$ cat config.mk
export PLATFORM = sky130hd
export DESIGN_NAME = lieat_disp_oitf_flat
export DESIGN_NICKNAME = d
export VERILOG_FILES = /design/src/rtl/lieat_disp_oitf_if.sv /design/src/rtl/lieat_disp_oitf.sv /design/src/flat_wrapper.sv
export SDC_FILE = /design/constraint.sdc
export NUM_CORES = 1
export LEC_CHECK = 0
export BUFFER_PORTS_ARGS = -buffer_cell sky130_fd_sc_hd__buf_2
export CELL_PAD_IN_SITES_DETAIL_PLACEMENT = 1
export CELL_PAD_IN_SITES_GLOBAL_PLACEMENT = 1
export CORE_MARGIN = 5
export CORE_UTILIZATION = 42
export CTS_CLUSTER_SIZE = 30
export DETAILED_ROUTE_END_ITERATION = 7
export MAX_ROUTING_LAYER = met4
export PLACE_DENSITY = 0.82
export SETUP_SLACK_MARGIN = 0.5
export SLEW_MARGIN = 15
export SYNTH_ARGS = -nofsm -noshare
export SYNTH_HDL_FRONTEND = slang
export SYNTH_SLANG_ARGS = --single-unit
export TNS_END_PERCENT = 100
$ cat constraint.sdc
create_clock -name clk -period 2.1 [get_ports clk]
set_input_delay 0.525 -clock clk [delete_from_list [all_inputs] [get_ports clk]]
set_output_delay 0.525 -clock clk [all_outputs]
set_load 0.005 [all_outputs]
$ cat src/rtl/lieat_disp_oitf_if.sv
// Dispatch <-> OITF interface.
// Bundles the allocate handshake, the long-instruction writeback (retire) strobe,
// the operand dependency query and the OITF status outputs.
//   master : dispatch / execute side (drives alloc_*, longi_wbck*, dep_*)
//   slave  : the OITF itself (drives alloc_ready, alloc_ptr, oitf_*)
interface lieat_disp_oitf_if #(
  parameter int unsigned RGIDX_SIZE = 5,
  parameter int unsigned PTR_W      = 2
);
  logic                  alloc_valid;
  logic                  alloc_ready;
  logic [RGIDX_SIZE-1:0] alloc_rd;
  logic                  alloc_rdwen;
  logic [1:0]            alloc_op;
  logic [PTR_W-1:0]      alloc_ptr;

  logic                  longi_wbck;
  logic [1:0]            longi_wbck_op;
  logic                  oitf_waw_dep;

  logic                  dep_rs1en;
  logic                  dep_rs2en;
  logic                  dep_rden;
  logic [RGIDX_SIZE-1:0] dep_rs1;
  logic [RGIDX_SIZE-1:0] dep_rs2;
  logic [RGIDX_SIZE-1:0] dep_rd;
  logic                  oitf_raw_dep;
  logic                  oitf_waw_disp;

  logic                  oitf_empty;
  logic                  oitf_full;
  logic [PTR_W:0]        oitf_count;
  logic                  oitf_err;

  modport master (
    output alloc_valid, alloc_rd, alloc_rdwen, alloc_op,
    output longi_wbck, longi_wbck_op,
    output dep_rs1en, dep_rs2en, dep_rden, dep_rs1, dep_rs2, dep_rd,
    input  alloc_ready, alloc_ptr, oitf_waw_dep, oitf_raw_dep, oitf_waw_disp,
    input  oitf_empty, oitf_full, oitf_count, oitf_err
  );

  modport slave (
    input  alloc_valid, alloc_rd, alloc_rdwen, alloc_op,
    input  longi_wbck, longi_wbck_op,
    input  dep_rs1en, dep_rs2en, dep_rden, dep_rs1, dep_rs2, dep_rd,
    output alloc_ready, alloc_ptr, oitf_waw_dep, oitf_raw_dep, oitf_waw_disp,
    output oitf_empty, oitf_full, oitf_count, oitf_err
  );
endinterface

$ cat src/rtl/lieat_disp_oitf.sv
// Outstanding Instruction Track FIFO.
// Tracks long-latency instructions (LSU, MULDIV) in flight in the execute stage,
// in program order. Dispatch allocates an entry per long instruction; the execute
// stage retires the oldest entry on each long-instruction writeback.
// Ports:
//   clk  : clock
//   rstn : asynchronous active-low reset, discards all entries and clears oitf_err
//   bus  : lieat_disp_oitf_if.slave
//          alloc_*     allocate handshake, alloc_ptr = entry index handed out
//          longi_wbck* retire of the head entry
//          dep_*       operands of the instruction at dispatch, answered by
//                      oitf_raw_dep / oitf_waw_disp
//          oitf_waw_dep head rd also written by a younger entry (stale write)
//          oitf_empty/full/count/err status
module lieat_disp_oitf #(
  parameter int unsigned DEPTH      = 4,
  parameter int unsigned RGIDX_SIZE = 5
) (
  input logic              clk,
  input logic              rstn,
  lieat_disp_oitf_if.slave bus
);

  localparam int unsigned PTR_W = $clog2(DEPTH);
  localparam logic [PTR_W:0] PtrOne = (PTR_W+1)'(1);

  logic [DEPTH-1:0]      vld_q, vld_d;
  logic [DEPTH-1:0]      rdwen_q, rdwen_d;
  logic [RGIDX_SIZE-1:0] rd_q [DEPTH];
  logic [RGIDX_SIZE-1:0] rd_d [DEPTH];
  logic [1:0]            op_q [DEPTH];
  logic [1:0]            op_d [DEPTH];
  // Pointers carry one extra wrap bit to tell full from empty.
  logic [PTR_W:0]        wptr_q, wptr_d;
  logic [PTR_W:0]        rptr_q, rptr_d;
  logic                  err_q, err_d;

  logic [PTR_W-1:0] widx, ridx;
  logic             full, empty;
  logic             alloc_fire, ret_fire;
  // Entry can cause a hazard: valid, writes rd, rd is not x0.
  logic [DEPTH-1:0] live;

  assign widx  = wptr_q[PTR_W-1:0];
  assign ridx  = rptr_q[PTR_W-1:0];
  assign full  = (wptr_q[PTR_W] != rptr_q[PTR_W]) && (widx == ridx);
  assign empty = (wptr_q == rptr_q);

  // A same-cycle retire never frees space for a same-cycle allocate.
  assign alloc_fire = bus.alloc_valid & ~full;
  assign ret_fire   = bus.longi_wbck & ~empty;

  always_comb begin
    vld_d   = vld_q;
    rdwen_d = rdwen_q;
    rd_d    = rd_q;
    op_d    = op_q;
    wptr_d  = wptr_q;
    rptr_d  = rptr_q;
    err_d   = err_q;
    if (bus.longi_wbck && empty) begin
      err_d = 1'b1;
    end
    if (ret_fire) begin
      vld_d[ridx] = 1'b0;
      rptr_d      = rptr_q + PtrOne;
      if (bus.longi_wbck_op != op_q[ridx]) begin
        err_d = 1'b1;
      end
    end
    // Not full here, so widx never aliases the retiring head.
    if (alloc_fire) begin
      vld_d[widx]   = 1'b1;
      rdwen_d[widx] = bus.alloc_rdwen;
      rd_d[widx]    = bus.alloc_rd;
      op_d[widx]    = bus.alloc_op;
      wptr_d        = wptr_q + PtrOne;
    end
  end

  always_ff @(posedge clk or negedge rstn) begin
    if (!rstn) begin
      vld_q   <= '0;
      rdwen_q <= '0;
      for (int unsigned i = 0; i < DEPTH; i++) begin
        rd_q[i] <= '0;
        op_q[i] <= '0;
      end
      wptr_q <= '0;
      rptr_q <= '0;
      err_q  <= 1'b0;
    end else begin
      vld_q   <= vld_d;
      rdwen_q <= rdwen_d;
      rd_q    <= rd_d;
      op_q    <= op_d;
      wptr_q  <= wptr_d;
      rptr_q  <= rptr_d;
      err_q   <= err_d;
    end
  end

  always_comb begin
    for (int unsigned i = 0; i < DEPTH; i++) begin
      live[i] = vld_q[i] & rdwen_q[i] & (rd_q[i] != '0);
    end
  end

  // Hazards look only at registered state; a retiring head still reports.
  logic raw_dep, waw_disp, waw_dep;
  always_comb begin
    raw_dep  = 1'b0;
    waw_disp = 1'b0;
    waw_dep  = 1'b0;
    for (int unsigned i = 0; i < DEPTH; i++) begin
      if (live[i]) begin
        if ((bus.dep_rs1en && (rd_q[i] == bus.dep_rs1)) ||
            (bus.dep_rs2en && (rd_q[i] == bus.dep_rs2))) begin
          raw_dep = 1'b1;
        end
        if (bus.dep_rden && (rd_q[i] == bus.dep_rd)) begin
          waw_disp = 1'b1;
        end
        if (live[ridx] && (PTR_W'(i) != ridx) && (rd_q[i] == rd_q[ridx])) begin
          waw_dep = 1'b1;
        end
      end
    end
  end

  assign bus.alloc_ready   = ~full;
  assign bus.alloc_ptr     = widx;
  assign bus.oitf_raw_dep  = raw_dep;
  assign bus.oitf_waw_disp = waw_disp;
  assign bus.oitf_waw_dep  = waw_dep;
  assign bus.oitf_empty    = empty;
  assign bus.oitf_full     = full;
  assign bus.oitf_count    = wptr_q - rptr_q;
  assign bus.oitf_err      = err_q;

endmodule

$ cat src/flat_wrapper.sv
// flat-port wrapper written by rule: the top's interface ports become plain ports
module lieat_disp_oitf_flat 
#(
  parameter int unsigned DEPTH      = 4,
  parameter int unsigned RGIDX_SIZE = 5
)
  (clk, rstn, bus_alloc_valid, bus_alloc_rd, bus_alloc_rdwen, bus_alloc_op, bus_longi_wbck, bus_longi_wbck_op, bus_dep_rs1en, bus_dep_rs2en, bus_dep_rden, bus_dep_rs1, bus_dep_rs2, bus_dep_rd, bus_alloc_ready, bus_alloc_ptr, bus_oitf_waw_dep, bus_oitf_raw_dep, bus_oitf_waw_disp, bus_oitf_empty, bus_oitf_full, bus_oitf_count, bus_oitf_err);
  lieat_disp_oitf_if #(.RGIDX_SIZE(RGIDX_SIZE)) bus_i ();
  input logic clk;
  input logic rstn;
  input wire logic [$bits(bus_i.alloc_valid)-1:0] bus_alloc_valid;
  input wire logic [$bits(bus_i.alloc_rd)-1:0] bus_alloc_rd;
  input wire logic [$bits(bus_i.alloc_rdwen)-1:0] bus_alloc_rdwen;
  input wire logic [$bits(bus_i.alloc_op)-1:0] bus_alloc_op;
  input wire logic [$bits(bus_i.longi_wbck)-1:0] bus_longi_wbck;
  input wire logic [$bits(bus_i.longi_wbck_op)-1:0] bus_longi_wbck_op;
  input wire logic [$bits(bus_i.dep_rs1en)-1:0] bus_dep_rs1en;
  input wire logic [$bits(bus_i.dep_rs2en)-1:0] bus_dep_rs2en;
  input wire logic [$bits(bus_i.dep_rden)-1:0] bus_dep_rden;
  input wire logic [$bits(bus_i.dep_rs1)-1:0] bus_dep_rs1;
  input wire logic [$bits(bus_i.dep_rs2)-1:0] bus_dep_rs2;
  input wire logic [$bits(bus_i.dep_rd)-1:0] bus_dep_rd;
  output wire logic [$bits(bus_i.alloc_ready)-1:0] bus_alloc_ready;
  output wire logic [$bits(bus_i.alloc_ptr)-1:0] bus_alloc_ptr;
  output wire logic [$bits(bus_i.oitf_waw_dep)-1:0] bus_oitf_waw_dep;
  output wire logic [$bits(bus_i.oitf_raw_dep)-1:0] bus_oitf_raw_dep;
  output wire logic [$bits(bus_i.oitf_waw_disp)-1:0] bus_oitf_waw_disp;
  output wire logic [$bits(bus_i.oitf_empty)-1:0] bus_oitf_empty;
  output wire logic [$bits(bus_i.oitf_full)-1:0] bus_oitf_full;
  output wire logic [$bits(bus_i.oitf_count)-1:0] bus_oitf_count;
  output wire logic [$bits(bus_i.oitf_err)-1:0] bus_oitf_err;
  assign bus_i.alloc_valid = bus_alloc_valid;
  assign bus_i.alloc_rd = bus_alloc_rd;
  assign bus_i.alloc_rdwen = bus_alloc_rdwen;
  assign bus_i.alloc_op = bus_alloc_op;
  assign bus_i.longi_wbck = bus_longi_wbck;
  assign bus_i.longi_wbck_op = bus_longi_wbck_op;
  assign bus_i.dep_rs1en = bus_dep_rs1en;
  assign bus_i.dep_rs2en = bus_dep_rs2en;
  assign bus_i.dep_rden = bus_dep_rden;
  assign bus_i.dep_rs1 = bus_dep_rs1;
  assign bus_i.dep_rs2 = bus_dep_rs2;
  assign bus_i.dep_rd = bus_dep_rd;
  assign bus_alloc_ready = bus_i.alloc_ready;
  assign bus_alloc_ptr = bus_i.alloc_ptr;
  assign bus_oitf_waw_dep = bus_i.oitf_waw_dep;
  assign bus_oitf_raw_dep = bus_i.oitf_raw_dep;
  assign bus_oitf_waw_disp = bus_i.oitf_waw_disp;
  assign bus_oitf_empty = bus_i.oitf_empty;
  assign bus_oitf_full = bus_i.oitf_full;
  assign bus_oitf_count = bus_i.oitf_count;
  assign bus_oitf_err = bus_i.oitf_err;
  lieat_disp_oitf #(.DEPTH(DEPTH), .RGIDX_SIZE(RGIDX_SIZE)) u_core (.clk(clk), .rstn(rstn), .bus(bus_i));
endmodule
======== Yosys cells after proc, flatten, opt, wreduce, memory -nomap -nowiden ========
Cells that the tools add are included.
storage, ports and cells
  memories kept ........................... 0
  output and inout bits ................... 12
  word-level logic and storage cells ...... 145
  latch bits .............................. 0
  memory bits (read-only) ................. 0
  bits in writable memories ............... 0
  register bits ........................... 43
cells by class
  reduce and logical (&&, ||, !) cells .... 34
  magnitude comparators ................... 7
  eq/ne operators ......................... 23
  $mul .................................... 0
  shift operators ......................... 0
  divide/modulo/power cells ............... 0
  bitwise gates (word level) .............. 17
  add/sub/neg operators ................... 3
  multiplexer cells ....................... 48
operator list
  kind                                                                number
  equality test 5 bit                                                 16
  2-to-1 mux 1 bit                                                    30
  logical AND 1 bit                                                   25
  bitwise mux 20 bit                                                  1
  nonzero test 5 bit                                                  4
  2-to-1 mux 5 bit                                                    3
  bitwise AND 1 bit                                                   10
  binary-select mux 5 bit (select 2 bit)                              1
  demux 5 bit (select 2 bit)                                          1
  bitwise mux 8 bit                                                   1
  2-to-1 mux 4 bit                                                    2
  adder 3 x 1 -> 3 bit (second input constant)                        2
  greater-or-equal comparator 3 bit (second input constant)           2
  < comparator 2 x 3 -> 1 bit (second input constant)                 2
  2-to-1 mux 2 bit                                                    3
  inverter 2 -> 3 bit                                                 2
  bitwise AND 4 bit                                                   1
  binary-select mux 2 bit (select 2 bit)                              1
  bitwise mux 4 bit                                                   1
  demux 1 bit (select 2 bit)                                          2
  demux 2 bit (select 2 bit)                                          1
  greater-or-equal comparator 2 x 1 -> 1 bit (second input constant)  2
  logical OR 1 bit                                                    4
  inequality test 2 bit (first input constant)                        2
  other kinds (12)                                                    13

======== Depth between registers and ports, before layout ========
  depth after elaboration ................. 14
  mapped depth ............................ 8

======== Worst setup path after synthesis ========
OpenSTA, ideal clock, no wires.
  path type ............................... reg2out
  start ................................... register u_core.rd_q[5] (netlist bit)
  end ..................................... output port bus_oitf_raw_dep
  arrival ................................. 1.768 ns
  setup slack ............................. -0.193 ns
  stages on the path, launching flop included .. 6
  cells stage by stage .................... dfrtp_1 > buf_6 > or4_4 > o211ai_2 > a21oi_1 > or4_1
between the ends
  word-level cells in the longest chain between the ends .. 7
  elaborated cells on any way between the ends .. 11
RTL lines
  element                                        RTL line                                        text
  from (decl)                                    lieat_disp_oitf.sv:29                           logic [RGIDX_SIZE-1:0] rd_q [DEPTH];
  from (signal assigned)                         lieat_disp_oitf.sv:95                           rd_q <= rd_d;
  equality test 5 bit, on equally long branches  lieat_disp_oitf.sv:117, lieat_disp_oitf.sv:118
  logical AND 1 bit, on equally long branches    lieat_disp_oitf.sv:117, lieat_disp_oitf.sv:118
  logical OR 1 bit                               lieat_disp_oitf.sv:117                          if ((bus.dep_rs1en && (rd_q[i] == bus.dep_rs1)) ||
  2-to-1 mux 1 bit                               lieat_disp_oitf.sv:117
  2-to-1 mux 1 bit *                             lieat_disp_oitf.sv:116                          if (live[i]) begin
  2-to-1 mux 1 bit                               lieat_disp_oitf.sv:117
  2-to-1 mux 1 bit *                             lieat_disp_oitf.sv:116
  to (decl)                                      flat_wrapper.sv:26                              output wire logic [$bits(bus_i.oitf_raw_dep)-1:0] bus_oitf_raw_dep;
Mark *: on every way between the ends. The rest lies on a longest branch, timed or not.

======== Worst setup path after layout ========
  start ................................... register u_core.rd_q[13] (netlist bit)
  end ..................................... output port bus_oitf_raw_dep
between the ends
  word-level cells in the longest chain between the ends .. 9
  elaborated cells on any way between the ends .. 13
RTL lines
  element                                        RTL line
  equality test 5 bit, on equally long branches  lieat_disp_oitf.sv:117, lieat_disp_oitf.sv:118
  logical AND 1 bit, on equally long branches    lieat_disp_oitf.sv:117, lieat_disp_oitf.sv:118
  logical OR 1 bit                               lieat_disp_oitf.sv:117
  2-to-1 mux 1 bit                               lieat_disp_oitf.sv:117
  2-to-1 mux 1 bit *                             lieat_disp_oitf.sv:116
  2-to-1 mux 1 bit                               lieat_disp_oitf.sv:117
  2-to-1 mux 1 bit *                             lieat_disp_oitf.sv:116
  2-to-1 mux 1 bit                               lieat_disp_oitf.sv:117
  2-to-1 mux 1 bit *                             lieat_disp_oitf.sv:116
Marks and branches as above.

==> metrics.txt <==
# TYPE chip_impl_metric gauge
chip_impl_metric{name="top_ports",unit=""} 44
chip_impl_metric{name="initial_core_util",unit="%"} 42.6
chip_impl_metric{name="min_period_over_period",unit="%"} 132
chip_impl_metric{name="required_time_at_the_endpoint_of_the_critical_path",unit="ns"} 1.57
chip_impl_metric{name="net-switching-power",unit="W"} 0.00467
chip_impl_metric{name="sequential_cell_area_in_the_final_layout",unit="um2"} 1080
chip_impl_metric{name="grt_first_pass_wirelength",unit="um"} 22400
chip_impl_metric{name="routed_wl",unit="um"} 15200
chip_impl_metric{name="drv.max_cap_violation_count",unit=""} 0
chip_impl_metric{name="cts-hold-fix-buffers",unit=""} 0
chip_impl_metric{name="clk_pin_slew",unit="ns"} 0.10
chip_impl_metric{name="share_of_the_synthesized_area_in_compound_gates_ao_oa_aoi_oai",unit="%"} 6.64
chip_impl_metric{name="cts_inserted_buffers",unit=""} 5
chip_impl_metric{name="maximum_clock_frequency",unit="MHz"} 360
chip_impl_metric{name="total_power",unit="W"} 0.0102
chip_impl_metric{name="area_used_by_multi_input_combinational_logic",unit="um2"} 2660
chip_impl_metric{name="post_synth_xor_xnor_area",unit="%"} 26.0
chip_impl_metric{name="synth_mux_area_share",unit="%"} 16.5
chip_impl_metric{name="grt_start_max_net_pins",unit=""} 44
chip_impl_info{name="outcome",value="complete, but fails checks"} 1
chip_impl_metric{name="fillCellCount",unit=""} 856
chip_impl_info{name="worst_setup_path_start_kind",value="flip-flop"} 1
chip_impl_metric{name="drc_errors",unit=""} 0
chip_impl_metric{name="global_route.overflow_total",unit=""} 0
chip_impl_info{name="rsz0062_at_grt",value="yes"} 1
chip_impl_info{name="critical-path-top-delay-family",value="simple AND/OR/NAND/NOR gates"} 1
chip_impl_metric{name="timing.final.setup_violations",unit=""} 47
chip_impl_metric{name="post_synth_inst_count",unit=""} 337
chip_impl_metric{name="grt_pass1_vias",unit=""} 3683
chip_impl_metric{name="pwr-share-seq",unit="%"} 17.9
chip_impl_metric{name="vdd.ir_drop.worst",unit="mV"} 1.19
chip_impl_metric{name="clock_skew",unit="ns"} 0.0125
chip_impl_metric{name="global_route.usage.total",unit="%"} 30.6
chip_impl_metric{name="ys_types",unit=""} 42
chip_impl_info{name="clk_root_buffer_cell",value="sky130_fd_sc_hd__clkbuf_8"} 1
chip_impl_metric{name="routed_via_density",unit=""} 5.73
chip_impl_metric{name="worstSkewPairLatency",unit="ns"} 0.31
chip_impl_metric{name="power.share.combinational",unit="%"} 76.6
chip_impl_metric{name="antenna_left",unit=""} 0
chip_impl_metric{name="synthesis.nets",unit=""} 380
chip_impl_metric{name="finalWorstSetupSlack",unit="ns"} -0.678
chip_impl_metric{name="post_route_cells_drive_above_1_share",unit="%"} 52.8
chip_impl_metric{name="timing.setup.tns",unit="ns"} -12.37
chip_impl_metric{name="antenna_cells",unit=""} 0
chip_impl_metric{name="mappedNetlistArea",unit="um2"} 3470
chip_impl_metric{name="stdcell_area",unit="um2"} 5130
chip_impl_metric{name="cp.buffers_inverters",unit=""} 2
chip_impl_metric{name="ctsLongestPathBuffers",unit=""} 2
chip_impl_metric{name="floorplan.die.height",unit="um"} 101
chip_impl_metric{name="cp_slowest_stage_delay",unit="ns"} 0.53
chip_impl_info{name="cts_tree",value="done"} 1
chip_impl_info{name="failing_checks",value="negative setup slack"} 1
chip_impl_info{name="cp-end-kind",value="output port"} 1
chip_impl_metric{name="final_core_util",unit="%"} 63.1
chip_impl_metric{name="synth_area_in_simple_gates",unit="%"} 9.46
chip_impl_metric{name="worst-path-max-fanout",unit=""} 4
chip_impl_metric{name="synth.yosys.warnings",unit=""} 0
chip_impl_metric{name="place_congestion",unit=""} 0.910
chip_impl_metric{name="timing.critical_path.arrival",unit="ns"} 2.25
chip_impl_info{name="timing.critical_path.cells",value="or4_4, o211ai_1, buf_4, a21oi_2, or4_1, buf_2"} 1
chip_impl_info{name="worst_hold_path_type",value="input pin to async pin"} 1
chip_impl_metric{name="layout.nets",unit=""} 502
chip_impl_info{name="crit_path_top_delay_cell",value="sky130_fd_sc_hd__or4_4"} 1
chip_impl_metric{name="worstMarginPinSlew",unit="ns"} 0.583
chip_impl_metric{name="internal-power",unit="W"} 0.00553
chip_impl_metric{name="p_clk_share",unit="%"} 5.5
chip_impl_metric{name="slew_violations",unit=""} 0
chip_impl_metric{name="reg2reg_depth",unit=""} 10
chip_impl_metric{name="power_density",unit="nW/um2"} 1990
chip_impl_metric{name="drt-wirelength-per-cell",unit="um"} 26.9
chip_impl_metric{name="switching_share",unit="%"} 45.8
chip_impl_metric{name="drt_iter0_drc",unit=""} 199
chip_impl_metric{name="postSynthRegisterBits",unit=""} 43
chip_impl_metric{name="antenna_violations_before_repair",unit=""} 0
chip_impl_metric{name="min_period",unit="ns"} 2.78
chip_impl_metric{name="syn_to_final_growth",unit="%"} 48.1
chip_impl_metric{name="port_buffers",unit=""} 43
chip_impl_metric{name="place_hpwl",unit="um"} 9320
chip_impl_metric{name="design.die.area",unit="um2"} 10200
chip_impl_metric{name="timing.reg2reg.setup_slack",unit="ns"} -0.31
chip_impl_info{name="largest_family_of_logic_cells_by_synthesized_area",value="XOR/XNOR gates"} 1
chip_impl_metric{name="max-slew-margin-rel",unit="%"} 61.1
chip_impl_metric{name="floorplan.die.width",unit="um"} 101
chip_impl_metric{name="clkSinkCount",unit=""} 43
chip_impl_metric{name="synth-adder-area-share",unit="%"} 4.19
chip_impl_info{name="timing_worst_setup_path_type",value="flip-flop to output port"} 1
chip_impl_metric{name="core_region_area",unit="um2"} 8130
chip_impl_metric{name="drt_pre_antenna_iters",unit=""} 4
chip_impl_metric{name="num_vias",unit=""} 3240
chip_impl_metric{name="leakage",unit="nW"} 2.34
chip_impl_metric{name="synth_seq_area_share",unit="%"} 31.0
chip_impl_metric{name="final_hold_vio_count",unit=""} 0
chip_impl_metric{name="critical_path_depth",unit=""} 6
chip_impl_metric{name="post_synthesis_mean_instance_area",unit="um2"} 10.3
chip_impl_metric{name="ctsHtreeMaxLevel",unit=""} 2
chip_impl_metric{name="placed_cell_area",unit="um2"} 4440
chip_impl_metric{name="std_cell_rows",unit=""} 33
## cells in the final DEF, fill, tap and decap left out, types with 2 or more instances in the layout
| cell type | n |
|---|---|
| sky130_fd_sc_hd__buf_4 | 79 |
| sky130_fd_sc_hd__xor2_1 | 54 |
| sky130_fd_sc_hd__xnor2_1 | 42 |
| sky130_fd_sc_hd__dfrtp_1 | 39 |
| sky130_fd_sc_hd__buf_2 | 38 |
| sky130_fd_sc_hd__mux2_4 | 33 |
| sky130_fd_sc_hd__buf_6 | 19 |
| sky130_fd_sc_hd__nand3_1 | 13 |
| sky130_fd_sc_hd__nor4_1 | 13 |
| sky130_fd_sc_hd__ha_1 | 8 |
| sky130_fd_sc_hd__nand2_8 | 7 |
| sky130_fd_sc_hd__nand2_1 | 7 |
| sky130_fd_sc_hd__xnor2_2 | 7 |
| sky130_fd_sc_hd__mux2i_1 | 7 |
| sky130_fd_sc_hd__a21oi_1 | 6 |
| sky130_fd_sc_hd__nand2_2 | 5 |
| sky130_fd_sc_hd__clkbuf_8 | 5 |
| sky130_fd_sc_hd__inv_2 | 4 |
| sky130_fd_sc_hd__or4_4 | 4 |
| sky130_fd_sc_hd__buf_12 | 4 |
| sky130_fd_sc_hd__buf_8 | 4 |
| sky130_fd_sc_hd__dfrtp_2 | 4 |
| sky130_fd_sc_hd__mux2i_4 | 3 |
| sky130_fd_sc_hd__mux2i_2 | 3 |
| sky130_fd_sc_hd__nor2_1 | 3 |
| sky130_fd_sc_hd__a31oi_1 | 3 |
| sky130_fd_sc_hd__inv_1 | 2 |
| sky130_fd_sc_hd__nand3_4 | 2 |
| sky130_fd_sc_hd__o311ai_0 | 2 |
| sky130_fd_sc_hd__nor3_1 | 2 |
| sky130_fd_sc_hd__o211ai_4 | 2 |
| sky130_fd_sc_hd__a21oi_2 | 2 |
| sky130_fd_sc_hd__mux4_2 | 2 |
| sky130_fd_sc_hd__ha_4 | 2 |
| sky130_fd_sc_hd__clkinvlp_4 | 2 |
## synthesized netlist by cell type
library cell / n / area, um2
sky130_fd_sc_hd__a32oi_1: 1 / 8.76
sky130_fd_sc_hd__nor4_1: 14 / 87.6
sky130_fd_sc_hd__a21oi_1: 8 / 40.0
sky130_fd_sc_hd__mux4_2: 2 / 45.0
sky130_fd_sc_hd__a21o_1: 1 / 7.51
sky130_fd_sc_hd__nand2_1: 13 / 48.8
sky130_fd_sc_hd__ha_1: 10 / 125
sky130_fd_sc_hd__or4_1: 3 / 22.5
sky130_fd_sc_hd__nor2_1: 3 / 11.3
sky130_fd_sc_hd__o211ai_2: 3 / 37.5
sky130_fd_sc_hd__mux4_1: 1 / 26.3
sky130_fd_sc_hd__a21boi_0: 1 / 7.51
sky130_fd_sc_hd__clkbuf_1: 9 / 33.8
sky130_fd_sc_hd__nor3_1: 2 / 10.0
sky130_fd_sc_hd__nand2_2: 4 / 25.0
sky130_fd_sc_hd__o31ai_1: 1 / 7.51
sky130_fd_sc_hd__a2111oi_0: 1 / 8.76
sky130_fd_sc_hd__nand4_1: 1 / 6.26
sky130_fd_sc_hd__or4_4: 2 / 22.5
sky130_fd_sc_hd__mux2i_1: 13 / 130
sky130_fd_sc_hd__nand3_1: 16 / 80.1
sky130_fd_sc_hd__dfrtp_1: 43 / 1080
sky130_fd_sc_hd__inv_1: 8 / 30.0
sky130_fd_sc_hd__mux2_2: 33 / 372
sky130_fd_sc_hd__xnor2_1: 49 / 429
sky130_fd_sc_hd__o21ai_0: 2 / 10.0
sky130_fd_sc_hd__buf_2: 16 / 80.1
sky130_fd_sc_hd__buf_6: 4 / 45.0
sky130_fd_sc_hd__a31oi_1: 3 / 18.8
sky130_fd_sc_hd__a311o_1: 1 / 10.0
sky130_fd_sc_hd__o41ai_1: 2 / 17.5
sky130_fd_sc_hd__fa_1: 1 / 20.0
sky130_fd_sc_hd__o311ai_0: 2 / 17.5
sky130_fd_sc_hd__buf_4: 3 / 22.5
sky130_fd_sc_hd__a211o_1: 1 / 8.76
sky130_fd_sc_hd__o22ai_1: 1 / 6.26
sky130_fd_sc_hd__xor2_1: 54 / 473
sky130_fd_sc_hd__o2111ai_1: 1 / 8.76
sky130_fd_sc_hd__a211oi_1: 1 / 7.51
sky130_fd_sc_hd__o211ai_1: 1 / 7.51
sky130_fd_sc_hd__and2_1: 1 / 6.26
sky130_fd_sc_hd__nand3b_1: 1 / 7.51
## metrics by stage
| stage | std cells | worst slack (ns) | hold WS (ns) |
|---|---|---|---|
| after global placement | 527 | -0.385 | 0.444 |
| after floorplan | 337 | -0.193 | 0.229 |
| after CTS | 558 | -0.629 | 0.312 |
| after detailed placement | 527 | -0.441 | 0.461 |
| final | 565 | -0.678 | 0.288 |
| after global routing | 565 | -0.728 | 0.350 |
## power groups by stage
stage	Combinational [W]	Sequential, W	Clock [W]
finish	0.00782	0.00183	0.000565
global route	0.00818	0.00185	0.000603
CTS	0.00703	0.00173	0.000543
detailed placement	0.00607	0.00172	0
global placement	0.00583	0.00167	0
floorplan	0.00420	0.00144	0
## metal layers
metal / vias to the layer above / global-route usage [%] / part of all wire [%] / routed length [um]
met5: - / - / 0 / 0
met4: 0 / 12.8 / 3.6 / 545
met3: 41 / 3.18 / 5.0 / 766
met2: 138 / 52.5 / 52 / 7820
met1: 1652 / 36.3 / 40 / 6050
li1: 1409 / - / - / -
## timing repair
item                                    4_1_cts  5_1_grt
endpoints found under the setup margin       52       52
pin swaps                                    13       11
hold endpoints to repair                      0        0
gates resized for setup                      50       24
buffers inserted                             20        7
cloned                                        3        0
## logic make-up after synthesis
family / Yosys count
buffers and inverters: 40
AO/OA/AOI/OAI: 31
XOR/XNOR: 103
AND/OR/NAND/NOR: 60
multiplexers: 49
flip-flops: 43
adder cells (fa/ha/maj): 11
## flip-flops by register name (all words and copies together) (netlist names)
name,flops
u_core.bus.oitf_err,1
u_core.rptr_q,3
u_core.vld_q,4
u_core.rdwen_q,4
u_core.op_q,8
u_core.rd_q,20
u_core.wptr_q,3
## path summary, 6_finish.rpt
| path | start | end |
|---|---|---|
| worst min-delay path | rstn | u_core.wptr_q[0]$_DFFE_PN0P_ |
| worst max-delay path | u_core.rd_q[13]$_DFFE_PN0P_ | bus_oitf_raw_dep |
| max in group asynchronous | rstn | u_core.rptr_q[0]$_DFFE_PN0P_ |
| worst max register to register | u_core.rptr_q[0]$_DFFE_PN0P_ | u_core.op_q[6]$_DFFE_PN0P_ |
| min in group clk | u_core.bus.oitf_err$_DFF_PN0_ | u_core.bus.oitf_err$_DFF_PN0_ |
| worst min register to register | u_core.bus.oitf_err$_DFF_PN0_ | u_core.bus.oitf_err$_DFF_PN0_ |
## final cells by class
class	instances	area share, %
tap	105	2.56
multi-input combinational	257	51.7
sequential	43	21.1
inverter	8	0.732
timing repair buffer	144	22.2
clock buffer	5	1.34
clock inverter	3	0.390
Note: power is estimated with default switching activity, not from simulation.
